`src/rtl/weight_row_reader.sv`:
```
// Streams one row of the row-major weight RAM to the neuron pipeline over valid/ready.
// RAM reads are issued only when the output FIFO has a free slot for the returning word.
module weight_row_reader #(
    parameter int unsigned WORD_WIDTH = 64,
    parameter int unsigned ADDR_WIDTH = 25,
    parameter int unsigned NUM_ROWS   = 4,
    parameter int unsigned NUM_COLS   = 6,
    parameter int unsigned ROW_WIDTH  = 2,
    parameter int unsigned COL_WIDTH  = 3,
    parameter int unsigned FIFO_DEPTH = 4
) (
    input  logic                  Clock,
    input  logic                  Reset,
    input  logic                  RowRequest,
    input  logic [ROW_WIDTH-1:0]  RowIndex,
    output logic                  RowReady,
    output logic                  RamChipEnable,
    output logic                  RamWriteEnable,
    output logic [ADDR_WIDTH-1:0] RamAddress,
    input  logic [WORD_WIDTH-1:0] RamData,
    output logic                  WeightValid,
    output logic [WORD_WIDTH-1:0] WeightData,
    output logic [COL_WIDTH-1:0]  WeightColumn,
    output logic                  WeightLast,
    input  logic                  WeightReady,
    output logic                  Done
);

    localparam int unsigned CNT_W = $clog2(NUM_COLS + 1);
    localparam int unsigned PTR_W = $clog2(FIFO_DEPTH);
    localparam int unsigned LVL_W = PTR_W + 1;

    typedef enum logic [1:0] {IDLE, FETCH, DRAIN} state_t;

    typedef struct packed {
        logic [WORD_WIDTH-1:0] data;
        logic [COL_WIDTH-1:0]  col;
        logic                  last;
    } entry_t;

    state_t                state_q, state_d;
    logic [ADDR_WIDTH-1:0] base_q, base_d;
    logic [CNT_W-1:0]      col_q, col_d;
    logic                  issue_q, issue_d;
    logic [ADDR_WIDTH-1:0] addr_q, addr_d;
    logic                  inflight_q, inflight_d;
    logic [COL_WIDTH-1:0]  infl_col_q, infl_col_d;
    entry_t                mem_q [FIFO_DEPTH];
    entry_t                mem_d [FIFO_DEPTH];
    logic [PTR_W-1:0]      wr_ptr_q, wr_ptr_d;
    logic [PTR_W-1:0]      rd_ptr_q, rd_ptr_d;
    logic [LVL_W-1:0]      count_q, count_d;
    entry_t                head_q, head_d;
    logic                  valid_q, valid_d;
    logic                  ready_q, ready_d;
    logic                  done_q, done_d;
    logic                  push, pop;
    entry_t                new_entry;

    // Next-state: FSM, address counter, FIFO and the one-cycle lookahead for RAM outputs.
    always_comb begin
        state_d    = state_q;
        base_d     = base_q;
        col_d      = col_q;
        inflight_d = issue_q;
        infl_col_d = infl_col_q;
        mem_d      = mem_q;
        wr_ptr_d   = wr_ptr_q;
        rd_ptr_d   = rd_ptr_q;
        count_d    = count_q;
        done_d     = 1'b0;
        push       = inflight_q;
        pop        = valid_q && WeightReady;

        new_entry.data = RamData;
        new_entry.col  = infl_col_q;
        new_entry.last = (infl_col_q == COL_WIDTH'(NUM_COLS - 1));

        if (issue_q) begin
            col_d      = col_q + CNT_W'(1);
            infl_col_d = COL_WIDTH'(col_q);
        end

        case (state_q)
            IDLE: begin
                if (RowRequest) begin
                    state_d = FETCH;
                    base_d  = ADDR_WIDTH'(RowIndex) * ADDR_WIDTH'(NUM_COLS);
                    col_d   = '0;
                end
            end
            FETCH: begin
                if (issue_q && (col_q == CNT_W'(NUM_COLS - 1))) begin
                    state_d = DRAIN;
                end
            end
            DRAIN: begin
                if (pop && head_q.last) begin
                    state_d = IDLE;
                    done_d  = 1'b1;
                end
            end
            default: state_d = IDLE;
        endcase

        if (push) begin
            mem_d[wr_ptr_q] = new_entry;
            wr_ptr_d        = wr_ptr_q + PTR_W'(1);
        end
        if (pop) begin
            rd_ptr_d = rd_ptr_q + PTR_W'(1);
        end
        count_d = count_q + LVL_W'(push) - LVL_W'(pop);

        valid_d = (count_d != '0);
        head_d  = mem_d[rd_ptr_d];
        ready_d = (state_d == IDLE);

        // Credit check covers the word already in flight so a push never meets a full FIFO.
        issue_d = (state_d == FETCH) && (col_d < CNT_W'(NUM_COLS))
               && ((count_d + LVL_W'(inflight_d)) < LVL_W'(FIFO_DEPTH));
        addr_d  = issue_d ? (base_d + ADDR_WIDTH'(col_d)) : addr_q;
    end

    always_ff @(posedge Clock) begin
        if (Reset) begin
            state_q    <= IDLE;
            base_q     <= '0;
            col_q      <= '0;
            issue_q    <= 1'b0;
            addr_q     <= '0;
            inflight_q <= 1'b0;
            infl_col_q <= '0;
            mem_q      <= '{default: '0};
            wr_ptr_q   <= '0;
            rd_ptr_q   <= '0;
            count_q    <= '0;
            head_q     <= '0;
            valid_q    <= 1'b0;
            ready_q    <= 1'b1;
            done_q     <= 1'b0;
        end else begin
            state_q    <= state_d;
            base_q     <= base_d;
            col_q      <= col_d;
            issue_q    <= issue_d;
            addr_q     <= addr_d;
            inflight_q <= inflight_d;
            infl_col_q <= infl_col_d;
            mem_q      <= mem_d;
            wr_ptr_q   <= wr_ptr_d;
            rd_ptr_q   <= rd_ptr_d;
            count_q    <= count_d;
            head_q     <= head_d;
            valid_q    <= valid_d;
            ready_q    <= ready_d;
            done_q     <= done_d;
        end
    end

    assign RowReady       = ready_q;
    assign RamChipEnable  = issue_q;
    assign RamWriteEnable = 1'b0;
    assign RamAddress     = addr_q;
    assign WeightValid    = valid_q;
    assign WeightData     = head_q.data;
    assign WeightColumn   = head_q.col;
    assign WeightLast     = head_q.last;
    assign Done           = done_q;

endmodule
```
`config.mk`:
```
export PLATFORM = sky130hd
export DESIGN_NAME = weight_row_reader
export DESIGN_NICKNAME = d
export VERILOG_FILES = /design/src/rtl/weight_row_reader.sv
export SDC_FILE = /design/constraint.sdc
export NUM_CORES = 1
export LEC_CHECK = 0
export ABC_AREA = 1
export CAP_MARGIN = 15
export CORE_ASPECT_RATIO = 0.5
export CORE_MARGIN = 2
export CORE_UTILIZATION = 50
export DETAILED_ROUTE_END_ITERATION = 16
export PLACE_DENSITY_LB_ADDON = 0.3
export SLEW_MARGIN = 25
export SYNTH_ARGS = -nofsm -noshare
export SYNTH_HDL_FRONTEND = slang
export SYNTH_SLANG_ARGS = --single-unit
```
`constraint.sdc`:
```
create_clock -name Clock -period 4.05 [get_ports Clock]
set_input_delay 0.6075 -clock Clock [delete_from_list [all_inputs] [get_ports Clock]]
set_output_delay 0.6075 -clock Clock [all_outputs]
set_load 0.1 [all_outputs]
```
==> impl_metrics.tcl <==
set metrics [dict create \
    status "finished, final reports clean" \
    firstDrtPassIters 5 \
    power_density_mw_per_mm2 690 \
    synthXorXnorAreaFrac_pct 0.827 \
    cts.sinks 410 \
    hold_buffers 0 \
    path_cells "clkdlybuf4s50_1" \
    worstSetupEndpointType "output pin" \
    die_h_microns 133 \
    ir_drop_v 0.000524 \
    m1WireLength_mm 17.9 \
    arrival_ns 2.39 \
    yosysWarnings 0 \
    antenna_cells 0 \
    worst_pin_slew_ns 1.06 \
    final_util_pct 60.0 \
    syn_nets 2076 \
    vias_per_cell 5.10 \
    slowest_stage "clkdlybuf4s50_1" \
    grt_pass1_vias 12200 \
    synth-compound-area-share_pct 3.45 \
    io_pins 168 \
    area_growth_pct 18.7 \
    ant_nets 0 \
    yosysUniqueCellTypes 39 \
    pwr-share-comb_pct 39.8 \
    synth_top_family_by_area "simple AND/OR/NAND/NOR gates" \
    grt_usage_pct 21.6 \
    pwr-share-seq_pct 34.5 \
    p_sw_uw 5720 \
    grt_antenna_before_repair 0 \
    syn_area_sq_mm 0.0166 \
    port-buffer-count 166 \
    fmax_mhz 333 \
    cts_buffers 37 \
    rows 47 \
    syn_inst 1991 \
    clk_latency_ns 0.54 \
    path_class "register to output pin" \
    p_leak_uw 0.0103 \
    finalWirelength_mm 38.0 \
    route.met3.wl_mm 1.55 \
    place_congestion 0.841 \
    wl_met2_mm 18.0 \
    worstPathRequired_ns 3.44 \
    post_cts_resized 0 \
    max_stage_delay_ns 1.23 \
    seq_area_frac_synth_pct 49.3 \
    clockBufferDepth 3 \
    root_buffer "clkbuf_16" \
    synth_mux_area_share_pct 15.9 \
    die_w_microns 262 \
    dieArea_sq_mm 0.0348 \
    grt_first_pass_wirelength_mm 61.7 \
    finalSetupViolCount 0 \
    wl_per_cell_microns 14.9 \
    cts_setup_buffers 0 \
    synth-simple-area-share_pct 23.7 \
    path_clk_slew_ns 0.06 \
    hold_path_class "register to register" \
    cp_num_buf_inv 1 \
    finalCritPeriodShare_pct 74.1 \
    htreeDepth 2 \
    switching_share_pct 41.9 \
    clockPowerShare_pct 25.7 \
    synth_fa_ha_area_share_pct 1.22 \
    cp_top_family "buffers and inverters" \
    top_layer_used "met4" \
    rsz0062_at_grt "false" \
    hold_violations 0 \
    start_util_pct 50.5 \
    vias 13000 \
    finalClockSkew_ns 0.0121 \
    cts_tree "yes" \
    internal-power_uw 7920 \
    grt-ovfl-total 0 \
    tns_ns 0 \
    start_kind "register" \
    maxCapViolCount 0 \
    synth.avg_cell_area_sq_um 8.36 \
    drt_iter0_markers 910 \
    core_area_sq_mm 0.0329 \
    slew_violations 0 \
    grt_max_degree 138 \
    drc 0 \
    drive_gt1_share_pct 4.96 \
    relSlewSlack_pct 28.9 \
    ys_ff_latch 410 \
    finalCriticalPeriod_ns 3.00 \
    finalNetCount 2173 \
    dp_hpwl_mm 22.6 \
    cp_max_fo 13 \
]
-- registers in the layout, summed over array words and instances (netlist names), 3 cells and up --
register and flops:
RamAddress 25, WeightColumn 3, WeightData 64, base_q 25, col_q 3, count_q 3, infl_col_q 3, mem_q 272
-- stage by stage --
step | cell area (sq um) | cells | power (uW) | worst slack (ns) | hold WS [ns]
floorplan | 16600 | 1991 | 8970 | 0.873 | 0.423
global placement | 18500 | 2490 | 10200 | 0.585 | 0.440
detailed placement | 18500 | 2490 | 10200 | 0.523 | 0.445
CTS | 19700 | 2556 | 13700 | 1.02 | 0.462
global route | 19700 | 2556 | 14300 | 0.778 | 0.481
finish | 19700 | 2556 | 13600 | 1.05 | 0.457
-- kinds of logic after synthesis --
family                     count (synthesis)
other                                      1
buffers and inverters                    212
muxes                                    264
DFF                                      410
xor gates and xnor gates                  14
and+or+nand+nor                          965
adders and majority gates                 15
AOI/OAI and AO/OA                        110
-- layout by cell type (no fill, tap or decap), types with 3 or more instances in the layout --
cell,n
xor2_1,9
clkinv_2,5
buf_4,9
clkbuf_8,8
buf_12,8
nand3_1,189
clkbuf_16,39
dfxtp_1,410
xnor2_1,3
mux2i_1,264
clkdlybuf4s50_1,165
inv_1,77
a21oi_1,87
nor2_2,4
nor3_1,4
clkbuf_1,11
nor2_1,341
o21ai_0,18
nand2_4,6
nand4_1,5
inv_2,6
nand2_1,404
or2_2,3
ha_1,13
-- layout make-up --
class,instances,area (sq um)
clock inverter,8,72.6
inverter,86,330
clock buffer,58,1130
tap,441,552
timing repair buffer,184,1910
sequential,410,8210
multi-input combinational,1369,7550
fill,2906,13200
-- tightest hold or removal path: cells and delay by family (launching register included) --
family / cells / cell delay [ns]
DFF: 1 / 0.30
and+or+nand+nor: 1 / 0.05
buffers and inverters: 1 / 0.06
-- metal layers --
layer | vias to the layer above | GRT usage, %
met4 | 0 | 5.30
met1 | 6159 | 29.6
met3 | 50 | 3.75
met2 | 204 | 35.6
met5 | - | 0
li1 | 6611 | -
-- synthesized netlist by cell type, drive strengths merged --
cell | number | share of area [%]
nand2 | 412 | 9.4
dfxtp | 410 | 49
nor2 | 345 | 7.8
mux2i | 264 | 16
nand3 | 192 | 5.9
a21oi | 89 | 2.8
inv | 84 | 1.9
clkbuf | 67 | 1.5
buf | 59 | 2.1
o21ai | 19 | 0.59
ha | 13 | 0.98
xor2 | 11 | 0.67
nand4 | 5 | 0.19
nor3 | 4 | 0.12
or2 | 4 | 0.15
xnor2 | 3 | 0.16
clkinv | 2 | 0.075
fa | 2 | 0.24
a211oi | 1 | 0.045
and2 | 1 | 0.038
conb | 1 | 0.023
nand3b | 1 | 0.045
nor4 | 1 | 0.038
o21bai | 1 | 0.045
-- power groups by stage --
stage,sequential [uW],clock [uW],combinational (uW)
2_1_floorplan,6890,0,2080
3_3_place_gp,4790,0,5380
3_5_place_dp,4800,0,5430
4_1_cts,4710,3580,5440
5_1_grt,4740,3730,5810
6_report,4700,3500,5420
-- path summary, 6_finish.rpt --
kind | from | endpoint | slack, ns | depth (start not counted)
max reg2reg | col_q[1] | RamAddress[22] | 1.17 | 16
min | base_q[0] | base_q[0] | 0.46 | 2
min reg2reg | base_q[0] | base_q[0] | 0.46 | 2
max | RamChipEnable | RamChipEnable | 1.05 | 1
Note: power is estimated with default switching activity, not from simulation.
